==> src/rtl/retire_trace_port.sv <==
// Retirement trace port: captures CPU writeback records into a FIFO and
// streams them to a checker over a valid/ready channel, with halt-driven drain.
module retire_trace_port #(
  parameter int DEPTH = 8,
  parameter int SEQ_W = 16
) (
  input  logic             clk,
  input  logic             rst,
  input  logic             wb_valid,
  input  logic [31:0]      wb_inst,
  input  logic             wb_we,
  input  logic [4:0]       wb_rd,
  input  logic [31:0]      wb_data,
  input  logic             halt_in,
  output logic             wb_stall,
  output logic             tr_valid,
  input  logic             tr_ready,
  output logic [31:0]      tr_inst,
  output logic [4:0]       tr_rd,
  output logic [31:0]      tr_data,
  output logic [SEQ_W-1:0] tr_seq,
  output logic             overflow,
  output logic             done
);

  // Handshake: a record transfers on any rising edge where tr_valid and
  // tr_ready are both 1; while tr_valid=1 and tr_ready=0 every tr_* output
  // holds. wb_valid is a one-way strobe; wb_stall only advises the CPU.

  localparam int AW = (DEPTH > 1) ? $clog2(DEPTH) : 1;
  localparam logic [AW:0] FULL_C   = (AW+1)'(DEPTH);
  localparam logic [AW:0] ALMOST_C = (AW+1)'(DEPTH - 1);

  typedef enum logic [1:0] {
    ST_RUN   = 2'd0,
    ST_DRAIN = 2'd1,
    ST_DONE  = 2'd2
  } state_e;

  state_e           state_q, state_d;
  logic [AW-1:0]    wr_ptr_q, wr_ptr_d;
  logic [AW-1:0]    rd_ptr_q, rd_ptr_d;
  logic [AW:0]      count_q, count_d;
  logic [SEQ_W-1:0] seq_q, seq_d;
  logic             overflow_q, overflow_d;

  logic [31:0]      mem_inst_q [DEPTH];
  logic [4:0]       mem_rd_q   [DEPTH];
  logic [31:0]      mem_data_q [DEPTH];
  logic [SEQ_W-1:0] mem_seq_q  [DEPTH];

  logic        push_req;
  logic        push_ok;
  logic        pop;
  logic [4:0]  rec_rd;
  logic [31:0] rec_data;

  // Outputs are gated by rst so they read 0 while reset is held, even
  // before the first clock edge has cleared the registers.
  assign tr_valid = rst && (count_q != '0);
  assign wb_stall = rst && (count_q >= ALMOST_C);
  assign done     = rst && (state_q == ST_DONE);
  assign overflow = overflow_q;

  assign tr_inst = mem_inst_q[rd_ptr_q];
  assign tr_rd   = mem_rd_q[rd_ptr_q];
  assign tr_data = mem_data_q[rd_ptr_q];
  assign tr_seq  = mem_seq_q[rd_ptr_q];

  assign push_req = wb_valid && (state_q == ST_RUN);
  assign push_ok  = push_req && (count_q != FULL_C);
  assign pop      = tr_valid && tr_ready;

  // Writes to x0 carry no architectural result, so they are reported as zero.
  assign rec_rd   = wb_we ? wb_rd : 5'd0;
  assign rec_data = (wb_we && (wb_rd != 5'd0)) ? wb_data : 32'd0;

  always_comb begin
    wr_ptr_d   = wr_ptr_q;
    rd_ptr_d   = rd_ptr_q;
    count_d    = count_q;
    seq_d      = seq_q;
    overflow_d = overflow_q;
    state_d    = state_q;

    if (push_ok) begin
      wr_ptr_d = wr_ptr_q + AW'(1);
      seq_d    = seq_q + SEQ_W'(1);
    end
    if (pop) begin
      rd_ptr_d = rd_ptr_q + AW'(1);
    end
    if (push_ok && !pop) begin
      count_d = count_q + (AW+1)'(1);
    end else if (!push_ok && pop) begin
      count_d = count_q - (AW+1)'(1);
    end
    if (push_req && !push_ok) begin
      overflow_d = 1'b1;
    end

    case (state_q)
      ST_RUN: begin
        if (halt_in) state_d = ST_DRAIN;
      end
      ST_DRAIN: begin
        if ((count_q == '0) || ((count_q == (AW+1)'(1)) && pop)) state_d = ST_DONE;
      end
      ST_DONE: begin
        state_d = ST_DONE;
      end
      default: begin
        state_d = ST_RUN;
      end
    endcase
  end

  always_ff @(posedge clk) begin
    if (!rst) begin
      state_q    <= ST_RUN;
      wr_ptr_q   <= '0;
      rd_ptr_q   <= '0;
      count_q    <= '0;
      seq_q      <= '0;
      overflow_q <= 1'b0;
    end else begin
      state_q    <= state_d;
      wr_ptr_q   <= wr_ptr_d;
      rd_ptr_q   <= rd_ptr_d;
      count_q    <= count_d;
      seq_q      <= seq_d;
      overflow_q <= overflow_d;
    end
  end

  // Storage needs no reset: it is only observed through a valid count.
  always_ff @(posedge clk) begin
    if (push_ok) begin
      mem_inst_q[wr_ptr_q] <= wb_inst;
      mem_rd_q[wr_ptr_q]   <= rec_rd;
      mem_data_q[wr_ptr_q] <= rec_data;
      mem_seq_q[wr_ptr_q]  <= seq_q;
    end
  end

endmodule

==> config.mk <==
export PLATFORM = sky130hd
export DESIGN_NAME = retire_trace_port
export DESIGN_NICKNAME = d
export VERILOG_FILES = /design/src/rtl/retire_trace_port.sv
export SDC_FILE = /design/constraint.sdc
export NUM_CORES = 1
export LEC_CHECK = 0
export ABC_AREA = 1
export CORE_UTILIZATION = 59
export CTS_CLUSTER_DIAMETER = 200
export DETAILED_ROUTE_END_ITERATION = 12
export HOLD_SLACK_MARGIN = 0.06
export PLACE_DENSITY = 0.79
export SLEW_MARGIN = 0
export SYNTH_ARGS = -nofsm -noshare
export SYNTH_HDL_FRONTEND = slang
export SYNTH_SLANG_ARGS = --single-unit
export TNS_END_PERCENT = 50
==> constraint.sdc <==
create_clock -name clk -period 6.7 [get_ports clk]
set_input_delay 1.34 -clock clk [delete_from_list [all_inputs] [get_ports clk]]
set_output_delay 1.34 -clock clk [all_outputs]
set_load 0.05 [all_outputs]
Word level (Yosys, flattened, before mapping)
Memory sizes are Yosys's and may differ from the RTL's. A register that Yosys moved wholly into a read port is not among the register bits.
Cells that the tools add are included.
- memories kept: 4
- output and inout bits: 89
- register bits after elaboration: 29
- logic and storage cells: 59
- input port bits: 75
- ROM bits: 0
- RAM bits: 680
- bits in latches: 0
- divide/modulo/power cells: 0
- bitwise gates (word level): 0
- mux-type cells: 17
- eq/ne operators: 6
- $mul: 0
- shift-type cells: 0
- add/subtract/negate cells: 5
- reduce and logical (&&, ||, !) cells: 20
- magnitude comparators: 1
- memory list (name ; words ; width ; rd ports ; clocked after Yosys merged registers in ; wr ports ; RTL line ; RTL):
    mem_data_q ; 8 ; 32 ; 1 ; 1 ; 1 ; 49 ; logic [31:0] mem_data_q [DEPTH];
    mem_inst_q ; 8 ; 32 ; 1 ; 1 ; 1 ; 47 ; logic [31:0] mem_inst_q [DEPTH];
    mem_seq_q ; 8 ; 16 ; 1 ; 1 ; 1 ; 50 ; logic [SEQ_W-1:0] mem_seq_q [DEPTH];
    mem_rd_q ; 8 ; 5 ; 1 ; 1 ; 1 ; 48 ; logic [4:0] mem_rd_q [DEPTH];
- operators with widths (kind ; number):
    $mux W32 ; 1
    $mux W3 ; 8
    $add A16 B1 Y16 const B ; 1
    $logic_and A1 B1 Y1 ; 11
    $mux W4 ; 2
    $add A3 B1 Y3 const B ; 2
    $pmux W2 S3 ; 1
    $mux W5 ; 1
    $reduce_bool A5 Y1 ; 1
    $add A4 B1 Y4 const B ; 1
    $eq A4 B1 Y1 const B ; 1
    $ge A4 B3 Y1 const B ; 1
    $logic_not A4 Y1 ; 1
    $mux W2 ; 2
    $ne A2 B2 Y1 const B ; 2
    $ne A4 B4 Y1 const B ; 1
    $reduce_bool A4 Y1 ; 1
    $sub A4 B1 Y4 const B ; 1
    $eq A2 B1 Y1 const B ; 1
    $eq A2 B2 Y1 const B ; 1
    $logic_not A1 Y1 ; 2
    $logic_not A2 Y1 ; 1
    $mux W1 ; 2
    $reduce_and A2 Y1 ; 1
    2 further kinds ; 2

Depth between registers and ports, before layout
Gate-level depths: netlist (run 1).
- depth after elaboration: 7
- gate-level depth with buffers: 12

Worst setup path before layout (run 1)
No wires, ideal clock.
- kind: input port to flip-flop
- start point: in wb_valid
- end point: mem mem_data_q[0][0], enable pin
- path buffers: 0
- library setup time: 529 ps
- arrival: 5403 ps
- path slack: 768 ps
- cell stages on the path: 6
- cells stage by stage: nand2_1 -> inv_1 -> nand2_1 -> inv_2 -> nand2_1 -> nor2_1
- longest elaborated chain between the ends: 4
- ends and longest elaborated chain (item ; RTL line ; RTL):
    from (decl) ; 9 ; input logic wb_valid,
    $logic_and A1 B1 Y1 ; 70 ; assign push_req = wb_valid && (state_q == ST_RUN);
    $logic_and A1 B1 Y1 ; 71 ; assign push_ok = push_req && (count_q != FULL_C);
    via push_ok ; 53 ; logic push_ok;
    $mux W1 ; 138 ; if (push_ok) begin
    $mux W1 (implied by the code) ; 141 ; mem_data_q[wr_ptr_q] <= rec_data;
    to (decl) ; 49 ;
The timed path passes the listed nets, and every way through them passes these cells.

==> results of run 1 <==
-- kinds of logic after synthesis --
logic type                 share of synthesized area [%]
and+or+nand+nor                                     11.2
DFF                                                 74.3
AOI/OAI and AO/OA                                   10.1
buffers and inverters                               3.73
adders and majority gates                          0.486
xor gates and xnor gates                          0.0928
-- synth_stat cells, types with 2 or more instances --
library cell,instances,area (um^2)
edfxtp_1,680,20400
nor2_1,500,1880
nand2_1,304,1140
o21ai_0,264,1320
a21oi_1,103,515
o21ai_1,92,460
a31oi_1,85,532
inv_1,78,293
clkbuf_1,65,244
buf_2,37,185
dfxtp_1,32,641
buf_6,19,214
nand3_1,17,85.1
buf_4,12,90.1
ha_1,11,138
nor3_1,5,25.0
nand4_1,4,25.0
inv_2,3,11.3
clkbuf_2,2,10.0
xor2_1,2,17.5
-- final cells by class --
type	count	area (um^2)
flip-flops and latches	712	21100
well taps	607	759
clock buffers	88	1870
inverters	82	322
fillers	3119	14600
clock inverters	31	136
repair buffers	192	1910
multi-input cells	1394	6270
-- power groups by stage --
stage / sequential, uW / clock, uW / combinational, uW
4_1_cts: 5390 / 3540 / 3440
3_3_place_gp: 5460 / 0 / 3350
2_1_floorplan: 5440 / 0 / 2390
3_5_place_dp: 5480 / 0 / 3410
5_1_grt: 5420 / 3710 / 3670
6_report: 5390 / 3510 / 3430
-- worst max path at each step --
stage                     startpoint          endpoint  slack (ns)  cells after the start
final                      flip-flop          tr_rd[4]        1.32                      4
after global routing       flip-flop       tr_data[20]        1.17                      7
after CTS                  flip-flop          tr_rd[4]        1.32                      4
after detailed placement         rst          tr_valid        1.94                      5
after global placement     flip-flop          tr_rd[4]        1.91                      4
after floorplan             wb_valid  mem_data_q[0][0]        0.77                      6
-- state kept, by name (all words and copies together) (netlist names), 2 cells and up, named ones only --
register	cells
seq_q	16
mem_inst_q	256
count_q	4
mem_seq_q	128
wr_ptr_q	3
mem_rd_q	40
rd_ptr_q	3
state_q	2
mem_data_q	256
-- per-stage QoR --
stage,utilization (%),worst slack (ns),total power [uW],cells
5_1_grt,68.9,1.17,12800,3106
4_1_cts,68.9,1.32,12400,3106
2_1_floorplan,-,0.768,7830,2324
6_report,68.9,1.32,12300,3106
3_3_place_gp,64.6,1.91,8810,2987
3_5_place_dp,64.6,1.94,8890,2987
-- critical path, delay by kind of cell (launching register included) --
family | cells | cell delay, ns
buffers and inverters | 3 | 2.09
flip-flops | 1 | 0.85
AO/OA/AOI/OAI | 1 | 0.47
-- per-layer routing --
metal / up-vias / share of wire [%] / wire (um)
met4: 0 / 2.3 / 1450
met2: 879 / 49 / 31500
met3: 117 / 8.1 / 5190
met1: 8980 / 41 / 26000
li1: 8454 / - / -
met5: - / 0 / 0
==> metrics.csv, run 1 <==
stage,metric,value,unit
clocking,cts repair resizes,0,
pwr,Switching Power,4150,uW
synthesis,Syn Inst Count,2324,
worst_setup_path,Slowest cell on crit path,clkdlybuf4s50_1,
sta,Fin. Hold Viols,0,
place,gpl congestion,0.771,
routing,final WL,64.2,mm
routing,# DRC,0,
clocking,Max Buffers Root-to-Sink,3,
sta,WHS,0.491,ns
sta,achievable frequency,186,MHz
sta,Final Max Tran Viols,0,
floorplanning,DIE AREA,48900,um^2
pwr,Peak supply drop,0.334,mV
routing,post-route ant nets,0,
pwr,total leakage power,0.0111,uW
final_layout,ratio of cells with drive above 1 in the final layout,5.36,%
place,Area after DPL,30300,um^2
flow_run,maxcap violations,0,
synthesis,Post-synth EDFFs,680,
clocking,clk sink count,712,
worst_setup_path,CP peak stage delay,0.89,ns
grt,initial antenna violation count,1,
worst_setup_path,R2R depth,8,
clocking,"Reg clk slew, reported paths",0.06,ns
grt,busiest grt layer,met2,
sta,sum of negative setup slack,0,ns
synthesis,Synth cell types,29,
routing,first-iteration detailed-routing DRC count,2244,
routing,DR WL/cell,20.7,um
final_layout,most frequent cells in the layout,"edfxtp_1 (680), nor2_1 (492), nand2_1 (304)",
synthesis,#FFs+latches synth,712,
synthesis,syn nets,2410,
floorplanning,Core Area,47000,um^2
floorplanning,row cnt,79,
clocking,Num CTS Buffers,69,
worst_setup_path,"Cell Chain, Critical Path",clkinv_2 -> buf_4 -> a31oi_1 -> clkdlybuf4s50_1,
pwr,Sw Ratio,33.7,%
sta,skew final,0.0187,ns
clocking,CTS HTree Levels,3,
clocking,CTS Root Cell,clkbuf_16,
worst_setup_path,crit path max fanout,69,
min_path,hold_sp,rd_ptr_q[1],
worst_setup_path,reg2reg end,mem_inst_q[0][16],
floorplanning,Die Span Y,221,um
clocking,CTS tree,done,
grt,largest net degree at the start of global routing,205,
grt,met1 Usage GRT,36.0,%
worst_setup_path,CP Class,flip-flop to output pin,
grt,first-pass GRT wire length,99.8,mm
status,status,"finished, final reports clean",
grt,vias in the first global route,18200,
final_layout,Finished Cell Area,32300,um^2
pwr,Flop pwr share,43.7,%
grt,gr usage total,26.3,%
synthesis,"Seq/Total Area, Yosys",74.3,%
routing,drt first pass iters,8,
final_layout,# diodes,0,
worst_setup_path,critical path capture point type,output pin,
synthesis,syn avg cell area,12.2,um^2
routing,via count,18400,
synthesis,synth warn,0,
place,Port Buf Inserts,163,
grt,met3 Resource Use GR,4.00,%
clocking,post-CTS setup buffer count,0,
clocking,hold buffer count at cts,0,
place,hpwl dp,32.5,mm
pwr,Gate power share,27.9,%
pwr,pwr/cell area,381,nW/um^2
worst_setup_path,arrival time at the worst endpoint,4.04,ns
sta,Max-slew headroom,26.3,%
worst_setup_path,FF-to-FF setup slack,3.26,ns
worst_setup_path,RR Startpoint,count_q[0],
floorplanning,die width,221,um
sta,period utilization,80.3,%
min_path,hold path depth,2,
floorplanning,Top Ports,164,
worst_setup_path,critical path required time,5.36,ns
pwr,clock share of power,28.4,%
grt,met2 Resource Use GR,43.5,%
grt,grt total ovfl,0,
floorplanning,Initial Utilization,60.3,%
pwr,Int Pwr,8170,uW
final_layout,"commonest non-fill, non-tap cell in the layout",edfxtp_1,
synthesis,ys flop type,edfxtp_1,
synthesis,Post-Syn Area,28300,um^2
final_layout,Nets,2537,
sta,final setup violating endpoints,0,
routing,Vias/cell,5.93,
sta,slew at the pin with the worst max-slew slack,1.10,ns
sta,RSZ-0062 raised after global routing,no,
synthesis,Synth async-reset ratio,0,%
sta,post-layout min period,5.38,ns
clocking,clock latency on the worst-skew pair,0.59,ns
final_layout,Area Overhead vs Synth,14.2,%
worst_setup_path,Critical Path Start Type,flip-flop,
min_path,Hold Path Class,flip-flop to flip-flop,
Note: power is estimated with default switching activity, not from simulation.
==> run 2, diff against run 1 <==
Clock period 6.7 ns to 5.5 ns, I/O delays scaled along.
==> metrics.csv, run 2 (synthesis results as in run 1) <==
stage,metric,value,unit,change
routing,Vias/cell,5.89,,-0.81%
routing,# DRC,0,,unchanged
clocking,clock latency on the worst-skew pair,0.61,ns,+0.02 ns
clocking,CTS HTree Levels,3,,unchanged
routing,drt first pass iters,5,,-3
final_layout,Seq. cell area,21100,um^2,unchanged
clocking,hold buffer count at cts,0,,unchanged
flow_run,maxcap violations,0,,unchanged
pwr,total leakage power,0.0113,uW,+1.2%
pwr,Peak supply drop,0.445,mV,+33%
final_layout,most frequent cells in the layout,"edfxtp_1 (680), nor2_1 (492), nand2_1 (304)",,
clocking,"Reg clk slew, reported paths",0.06,ns,about the same
sta,achievable frequency,204,MHz,
clocking,Num CTS Buffers,70,,+1.4%
clocking,cts repair resizes,0,,unchanged
status,status,"finished, final reports clean",,
place,gpl congestion,0.778,,+0.89%
routing,DR WL/cell,20.5,um,-0.93%
place,Port Buf Inserts,163,,unchanged
sta,post-route setup slack,0.597,ns,-0.724 ns
worst_setup_path,CP Class,flip-flop to output pin,,
worst_setup_path,RR Startpoint,count_q[0],,
clocking,CTS Root Cell,clkbuf_16,,
sta,Final Max Tran Viols,0,,unchanged
final_layout,Nets,2547,,+0.39%
clocking,post-CTS setup buffer count,0,,unchanged
floorplanning,Die Span Y,221,um,unchanged
routing,first-iteration detailed-routing DRC count,1938,,-14%
pwr,pwr/cell area,469,nW/um^2,+23%
worst_setup_path,crit path max fanout,151,,+120%
sta,period utilization,89.1,%,
sta,Fin. Hold Viols,0,,unchanged
worst_setup_path,critical path required time,4.40,ns,-0.96 ns
routing,post-route ant nets,0,,unchanged
worst_setup_path,Critical Path Start Type,flip-flop,,
final_layout,fillers,3069,,-1.6%
final_layout,Multi-input gate area,6270,um^2,unchanged
worst_setup_path,arrival time at the worst endpoint,3.80,ns,-0.24 ns
floorplanning,Initial Utilization,60.3,%,unchanged
sta,Max-slew headroom,32.7,%,+6.4 points
clocking,CTS tree,done,,
grt,grt total ovfl,0,,unchanged
sta,final setup violating endpoints,0,,unchanged
sta,RSZ-0062 raised after global routing,no,,
grt,gr usage total,25.9,%,-0.39 points
place,hpwl dp,32.7,mm,+0.60%
grt,initial antenna violation count,0,,-1
worst_setup_path,R2R depth,8,,unchanged
sta,post-layout min period,4.90,ns,
grt,largest net degree at the start of global routing,157,,-23%
floorplanning,Core Area,47000,um^2,unchanged
final_layout,Area Overhead vs Synth,15.3,%,
floorplanning,row cnt,79,,unchanged
worst_setup_path,reg2reg end,mem_inst_q[6][12],,
worst_setup_path,critical path capture point type,output pin,,
place,pre-CTS setup slack,1.28,ns,-0.661 ns
grt,first-pass GRT wire length,97.8,mm,-2.0%
clocking,Max Buffers Root-to-Sink,3,,unchanged
clocking,clk sink count,712,,unchanged
routing,via count,18400,,-0.30%
final_layout,ratio of cells with drive above 1 in the final layout,6.13,%,+0.77 points
sta,skew final,0.0288,ns,+0.0101 ns
final_layout,"commonest non-fill, non-tap cell in the layout",edfxtp_1,,
min_path,Hold Path Class,flip-flop to flip-flop,,
sta,WHS,0.496,ns,+0.00453 ns
final_layout,Util after Layout,69.6,%,+0.69 points
grt,vias in the first global route,18200,,+0.011%
worst_setup_path,FF-to-FF setup slack,2.53,ns,-0.73 ns
sta,slew at the pin with the worst max-slew slack,1.01,ns,-0.0960 ns
floorplanning,DIE AREA,48900,um^2,unchanged
floorplanning,Top Ports,164,,unchanged
final_layout,biggest regs,"mem_data_q (256), mem_inst_q (256), mem_seq_q (128)",,
worst_setup_path,critical path endpoint,tr_data[0],,
routing,final WL,63.9,mm,-0.42%
floorplanning,die width,221,um,unchanged
==> run 2: report_power, final <==
part	internal [uW]	switching, uW
sequential	6380	176
combinational	1210	3010
clock	2620	1930
==> run 2: cell type report <==
type,count,share of cell area (%)
multi-input cells,1394,19.2
diodes,3,0.0230
well taps,607,2.33
clock inverters,37,0.938
clock buffers,86,5.74
flip-flops and latches,712,64.5
repair buffers,201,6.29
inverters,82,0.984
==> run 2: routing by layer <==
layer	routed length [um]	global-route usage, %
met1	25200	34.0
met2	31900	44.1
met3	5210	3.80
met4	1580	9.81
met5	0	0
==> run 2: critical path: stages (launching register included) <==
cell,delay [ns]
dfxtp_4,0.73
buf_12,0.55
o21ai_0,0.21
o21ai_1,0.19
a21oi_1,0.07
a31oi_1,0.45
clkdlybuf4s50_1,0.91
==> run 2: how the worst min path moves through the flow <==
stage,from,depth (start not counted),end
floorplan,rd_ptr_q[1],2,flip-flop
global placement,rd_ptr_q[1],2,flip-flop
detailed placement,rd_ptr_q[1],2,flip-flop
CTS,rd_ptr_q[1],2,flip-flop
global route,overflow,2,overflow
finish,rd_ptr_q[1],2,flip-flop
==> run 2: per-stage QoR <==
stage | instance area, um^2 | instances | power [uW] | TNS (ns)
2_1_floorplan | 28300 | 2324 | 9540 | -106.81
6_report | 32700 | 3122 | 15300 | 0
3_3_place_gp | 30500 | 2996 | 10800 | 0
5_1_grt | 32700 | 3119 | 15900 | 0
4_1_cts | 32700 | 3119 | 15400 | 0
3_5_place_dp | 30500 | 2996 | 10900 | 0
